## config.mk

```make
export PLATFORM = sky130hd
export DESIGN_NAME = led_matrix_capture8x8
export DESIGN_NICKNAME = d
export VERILOG_FILES = /design/src/rtl/led_matrix_pkg.sv /design/src/rtl/led_colm_decode.sv /design/src/rtl/led_matrix_capture8x8.sv
export SDC_FILE = /design/constraint.sdc
export NUM_CORES = 1
export LEC_CHECK = 0
export BUFFER_PORTS_ARGS = -buffer_cell sky130_fd_sc_hd__buf_2
export CAP_MARGIN = 20
export CORE_AREA = 2 2 121 123
export DETAILED_ROUTE_END_ITERATION = 8
export DIE_AREA = 0 0 123 125
export GPL_TIMING_DRIVEN = 0
export PLACE_DENSITY = 0.73
export SLEW_MARGIN = 20
export SYNTH_ARGS = -nofsm -noshare
export SYNTH_HDL_FRONTEND = slang
export SYNTH_SLANG_ARGS = --single-unit
export TNS_END_PERCENT = 20
```

## constraint.sdc

```tcl
create_clock -name clk_i -period 2.89 [get_ports clk_i]
set_input_delay 0.578 -clock clk_i [delete_from_list [all_inputs] [get_ports clk_i]]
set_output_delay 0.578 -clock clk_i [all_outputs]
set_load 0.01 [all_outputs]
```

## src/rtl/led_matrix_pkg.sv

```systemverilog
// Shared types and constants for the 8x8 LED matrix scan-bus capture path.
package led_matrix_pkg;

   localparam int unsigned MATRIX_DIM = 8;
   // Frame bit for pixel (r,c) is c + PIX_ROW_STRIDE*r.
   localparam int unsigned PIX_ROW_STRIDE = MATRIX_DIM;

   typedef enum logic [1:0] {
      StIdle   = 2'd0,
      StSettle = 2'd1,
      StDwell  = 2'd2
   } cap_state_e;

   function automatic logic [5:0] pix_idx(input logic [2:0] col, input logic [2:0] row);
      return 6'(PIX_ROW_STRIDE * row + col);
   endfunction

endpackage

```

## src/rtl/led_colm_decode.sv

```systemverilog
// Column-strobe decoder: classifies a column code as valid (one-hot), blank or illegal.
module led_colm_decode
   import led_matrix_pkg::*;
(
   input  logic [7:0] colms_i,
   input  logic       an_i,
   output logic       valid_o,
   output logic       blank_o,
   output logic       illegal_o,
   output logic [2:0] index_o
);

   logic [7:0] act;
   logic       single;

   assign act       = ~(colms_i ^ {8{an_i}});
   assign blank_o   = (act == 8'h00);
   assign single    = ((act & (act - 8'd1)) == 8'h00);
   assign valid_o   = ~blank_o & single;
   assign illegal_o = ~blank_o & ~single;

   // Strobe bit i maps to column 7-i.
   always_comb begin
      index_o = 3'd0;
      for (int i = 0; i < MATRIX_DIM; i++) begin
         if (act[i]) begin
            index_o = 3'(MATRIX_DIM - 1 - i);
         end
      end
   end

endmodule

```

## src/rtl/led_matrix_capture8x8.sv

```systemverilog
// Reconstructs the displayed 64-bit frame from the rows/colms scan bus.
// Optional sticky illegal-strobe flag err_o is built when LED_CAPTURE_ERR_EN is defined.
module led_matrix_capture8x8
   import led_matrix_pkg::*;
#(
   parameter int unsigned SETTLE = 1
) (
   input  logic        clk_i,
   input  logic        rst_i,
   input  logic        en_i,
   input  logic        an_i,
   input  logic [7:0]  colms_i,
   input  logic [7:0]  rows_i,
   output logic [63:0] array_o,
   output logic        frame_valid_o,
   output logic [7:0]  seen_o
`ifdef LED_CAPTURE_ERR_EN
   ,
   output logic        err_o
`endif
);

   localparam logic [3:0] SettleCnt = 4'(SETTLE);
   localparam bit         SettleOne = (SETTLE <= 1);

   logic [7:0]  colms_q, rows_q;
   logic        an_q;

   cap_state_e  state_q, state_d;
   logic [3:0]  cnt_q, cnt_d, cnt_inc;
   logic [2:0]  col_q, col_d;
   logic        sample;

   logic [63:0] shadow_q, shadow_d;
   logic [63:0] array_q, array_d;
   logic [7:0]  seen_q, seen_d;
   logic        done_q, done_d;
   logic        fv_q, fv_d;
   logic [7:0]  lit;

   logic        dec_valid, dec_blank, dec_illegal;
   logic [2:0]  dec_index;

   led_colm_decode u_decode (
      .colms_i   (colms_q),
      .an_i      (an_q),
      .valid_o   (dec_valid),
      .blank_o   (dec_blank),
      .illegal_o (dec_illegal),
      .index_o   (dec_index)
   );

   assign lit = rows_q ^ {8{an_q}};

   // Column tracking and stability counting; sample marks the edge that captures rows.
   always_comb begin
      state_d = state_q;
      cnt_d   = cnt_q;
      col_d   = col_q;
      sample  = 1'b0;
      cnt_inc = cnt_q + 4'd1;
      unique case (state_q)
         StIdle: begin
            if (dec_valid) begin
               col_d = dec_index;
               cnt_d = 4'd1;
               if (SettleOne) begin
                  sample  = 1'b1;
                  state_d = StDwell;
               end else begin
                  state_d = StSettle;
               end
            end
         end
         StSettle: begin
            if (dec_blank || dec_illegal) begin
               state_d = StIdle;
               cnt_d   = 4'd0;
            end else if (dec_index != col_q) begin
               col_d = dec_index;
               cnt_d = 4'd1;
            end else begin
               cnt_d = cnt_inc;
               if (cnt_inc >= SettleCnt) begin
                  sample  = 1'b1;
                  state_d = StDwell;
               end
            end
         end
         StDwell: begin
            if (dec_blank || dec_illegal) begin
               state_d = StIdle;
               cnt_d   = 4'd0;
            end else if (dec_index != col_q) begin
               col_d = dec_index;
               cnt_d = 4'd1;
               if (SettleOne) begin
                  sample = 1'b1;
               end else begin
                  state_d = StSettle;
               end
            end
         end
         default: begin
            state_d = StIdle;
            cnt_d   = 4'd0;
         end
      endcase
      if (!en_i) begin
         state_d = StIdle;
         cnt_d   = 4'd0;
         sample  = 1'b0;
      end
   end

   // Completion clears seen first so a sample on the same edge starts the next frame.
   always_comb begin
      seen_d   = done_q ? 8'h00 : seen_q;
      shadow_d = shadow_q;
      if (sample) begin
         seen_d[col_d] = 1'b1;
         for (int r = 0; r < MATRIX_DIM; r++) begin
            shadow_d[pix_idx(col_d, 3'(r))] = lit[r];
         end
      end
      done_d  = sample & (&seen_d);
      array_d = done_q ? shadow_q : array_q;
      fv_d    = done_q;
      if (!en_i) begin
         seen_d  = 8'h00;
         done_d  = 1'b0;
         fv_d    = 1'b0;
         array_d = array_q;
      end
   end

   always_ff @(posedge clk_i) begin
      if (rst_i) begin
         colms_q  <= 8'h00;
         rows_q   <= 8'h00;
         an_q     <= 1'b0;
         state_q  <= StIdle;
         cnt_q    <= 4'd0;
         col_q    <= 3'd0;
         shadow_q <= 64'h0;
         array_q  <= 64'h0;
         seen_q   <= 8'h00;
         done_q   <= 1'b0;
         fv_q     <= 1'b0;
      end else begin
         colms_q  <= colms_i;
         rows_q   <= rows_i;
         an_q     <= an_i;
         state_q  <= state_d;
         cnt_q    <= cnt_d;
         col_q    <= col_d;
         shadow_q <= shadow_d;
         array_q  <= array_d;
         seen_q   <= seen_d;
         done_q   <= done_d;
         fv_q     <= fv_d;
      end
   end

   assign array_o       = array_q;
   assign frame_valid_o = fv_q;
   assign seen_o        = seen_q;

`ifdef LED_CAPTURE_ERR_EN
   logic err_q, err_d;

   assign err_d = err_q | (en_i & dec_illegal);

   always_ff @(posedge clk_i) begin
      if (rst_i) begin
         err_q <= 1'b0;
      end else begin
         err_q <= err_d;
      end
   end

   assign err_o = err_q;
`endif

endmodule

```

==> summary.md <==
| Metric | Value |
|---|---|
| Mapped cell area | 5950 um2 |
| CTS tree | built |
| Die Area | 15400 um2 |
| Crit path max-delay family | simple AND/OR/NAND/NOR gates |
| Max Cap Violations | 0 |
| CTS sink count | 159 |
| Vias in the first global route | 4520 |
| Final GP Congestion | 0.778 |
| Tcrit/Tclk final | 94.6% |
| Clock Path Buffers | 2 |
| WP data required | 3240 ps |
| Syn Nets | 690 |
| Peak VDD IR | 0.413 mV |
| RSZ-0062 raised after global routing | false |
| Pre-CTS worst setup slack | 120 ps |
| I/O pins | 93 |
| Crit path max fanout | 10 |
| DR vias | 4826 |
| Final critical-path required period | 2730 ps |
| Clock Skew | 8.01 ps |
| Pwr dens | 640 nW/um2 |
| HP Class | input port to flip-flop |
| FMAX | 366 MHz |
| Status | finished, final reports clean |
| Initial Util | 41.9% |
| Routed wire length | 14400 um |
| Yosys reg bits | 159 |
| Slew Limit Headroom | 43.0% |
| Dpl cells | 945 |
| Total core area | 14200 um2 |
| Share of the synthesized area in the top cell type | 53.5% |
| Tightest Pin Transition | 855 ps |
| FP Rows | 44 |
| CTS H-tree depth | 4 |
| Leading cell types in the layout, fill and taps excluded | dfxtp_1 (159), nand2_1 (140), buf_2 (99), nor2_1 (79), a21oi_1 (75) |
| Most frequent CP cell | buf_2 |
| Share of cells above drive strength 1 | 18.4% |
| Final #Nets | 799 |
| Setup bufs post-CTS | 0 |
| Inserted Diodes | 0 |
| Pin count of the biggest net entering global routing | 17 |
| Final setup viols | 0 |
| Gr ovfl total | 0 |
| Setup WS post-layout | 156 ps |
| Crit path capture type | flip-flop |
| Worst-path cell chain | buf_2, or4_1, a221o_1, nor4_4, and2_1, buf_2, buf_2, nor2_1, a211oi_1 |
| Crit start category | flip-flop |
| DR pass1 iterations | 6 |
| Detailed-route vias per instance | 4.94 |
| Ys flop type | dfxtp_1 |
| CP Buf/Inv Count | 3 |
| Number of routed nets with antenna violations | 0 |
| Die Y | 125 um |
| Ys async rst share | 0% |
| Chip Width | 123 um |
| Slowest cell on the critical path | or4_1 |
| Initial DRC Count | 283 |
| Non-Filler Instances | 976 |
| Crit-path max cell delay | 530 ps |
| DRC Markers | 0 |
| First-pass GRT wire length | 22800 um |
| All-layer global routing usage | 19.2% |
| Critical path arrival | 3080 ps |
| Crit Path Category | flip-flop to flip-flop |
| Post-Synthesis Cells | 670 |
| Ys Warns | 0 |
| Setup_tns | 0 ps |
| Cell taking the most area after synthesis | dfxtp_1 |
| PortBufs | 91 |
| Number of synthesized flops with an enable pin | 0 |
| Syn avg cell area | 8.88 um2 |
| Sequential area share after synthesis | 53.5% |
| Synthesis-to-finish area growth | 22.0% |
| Hold Fails Final Rpt | 0 |
| Fin. max-slew vios | 0 |
| WHS | 354 ps |
| Final Power | 0.00464 W |
| Root buffer cell | clkbuf_16 |
| Hpwl dp | 9800 um |
| Synth area leaders | dfxtp_1 (54%), nand2_1 (8.8%), a21oi_1 (6.3%) |
| Initial antenna violation count | 0 |
| Commonest non-fill, non-tap cell in the layout | dfxtp_1 |
| Leak Pwr | 2.98 nW |
| CTS clk-pin slew, worst paths | 60 ps |
| CTS Buf Count | 17 |
| Yosys cell types | 51 |
| Worst-Skew Late Latency | 430 ps |
| Wire length per cell | 14.7 um |
==> synthesized netlist by cell type, types with 3 or more instances <==
cell type,count
a211oi_1,33
a21oi_1,75
and2_1,3
buf_1,3
buf_2,8
buf_4,6
clkbuf_1,32
dfxtp_1,159
inv_1,7
mux2i_1,34
nand2_1,140
nand2b_1,3
nand4_1,4
nor2_1,79
nor2b_1,21
xnor2_1,9
xor2_1,10
==> power breakdown <==
part	total, W	internal (W)	leakage (nW)	switching [W]
combinational	0.000173	0.0000570	1.40	0.000116
sequential	0.00222	0.00221	1.28	0.0000146
clock	0.00225	0.00135	0.298	0.000902
total	0.00464	0.00361	2.98	0.00103
==> per-layer routing <==
| metal | up-vias | GRT usage [%] | wire length, um |
|---|---|---|---|
| met5 | - | 0 | 0 |
| met4 | 0 | 7.15 | 220 |
| met3 | 19 | 5.29 | 1040 |
| met2 | 135 | 30.1 | 6690 |
| met1 | 2198 | 25.3 | 6440 |
| li1 | 2474 | - | - |
==> per-stage QoR <==
stage	instance area, um2	util (%)
floorplan	5950	-
global placement	6630	46.7
detailed placement	6630	46.7
CTS	7230	50.9
global route	7250	51.1
finish	7250	51.1
==> cell type report <==
class / instances / area [um2]
Clock inverter: 11 / 131
Clock buffer: 21 / 470
Timing Repair Buffer: 91 / 455
Buffer: 48 / 213
Fill cell: 1388 / 6950
Multi-Input combinational cell: 454 / 2540
Sequential cell: 159 / 3180
Inverter: 8 / 30.0
Tap cell: 184 / 230
==> state kept, by name (all words and copies together) (netlist names) <==
signal / cells
colms_q: 8
done_q: 1
state_q: 1
array_o: 64
frame_valid_o: 1
rows_q: 8
an_q: 1
col_q: 3
seen_o: 8
shadow_q: 64
==> cell families (layout without fill, tap and decap cells) <==
| kind of cell | Yosys count | after routing | share of synthesized area (%) |
|---|---|---|---|
| flip-flops | 159 | 159 | 53.5 |
| AO/OA/AOI/OAI | 136 | 136 | 14.6 |
| buffers and inverters | 57 | 179 | 4.14 |
| XOR/XNOR | 19 | 19 | 2.80 |
| multiplexers | 35 | 35 | 5.91 |
| AND/OR/NAND/NOR | 264 | 264 | 19.0 |
==> path summary, 6_finish.rpt <==
check	start	to	slack, ps	depth (start not counted)
worst max register to register	an_q	shadow_q[55]	160	9
worst max-delay path	an_q	shadow_q[55]	160	9
worst min register to register	array_o[9]	array_o[9]	450	2
worst min-delay path	rows_i[6]	rows_q[6]	350	2
==> what timing repair did <==
action / CTS / global route
setup endpoints to repair: 0 / 15
hold buffers: 0 / 0
gates resized for setup: 0 / 3
endpoints found under the hold margin: 0 / 0
(Power assumes the default switching activity.)
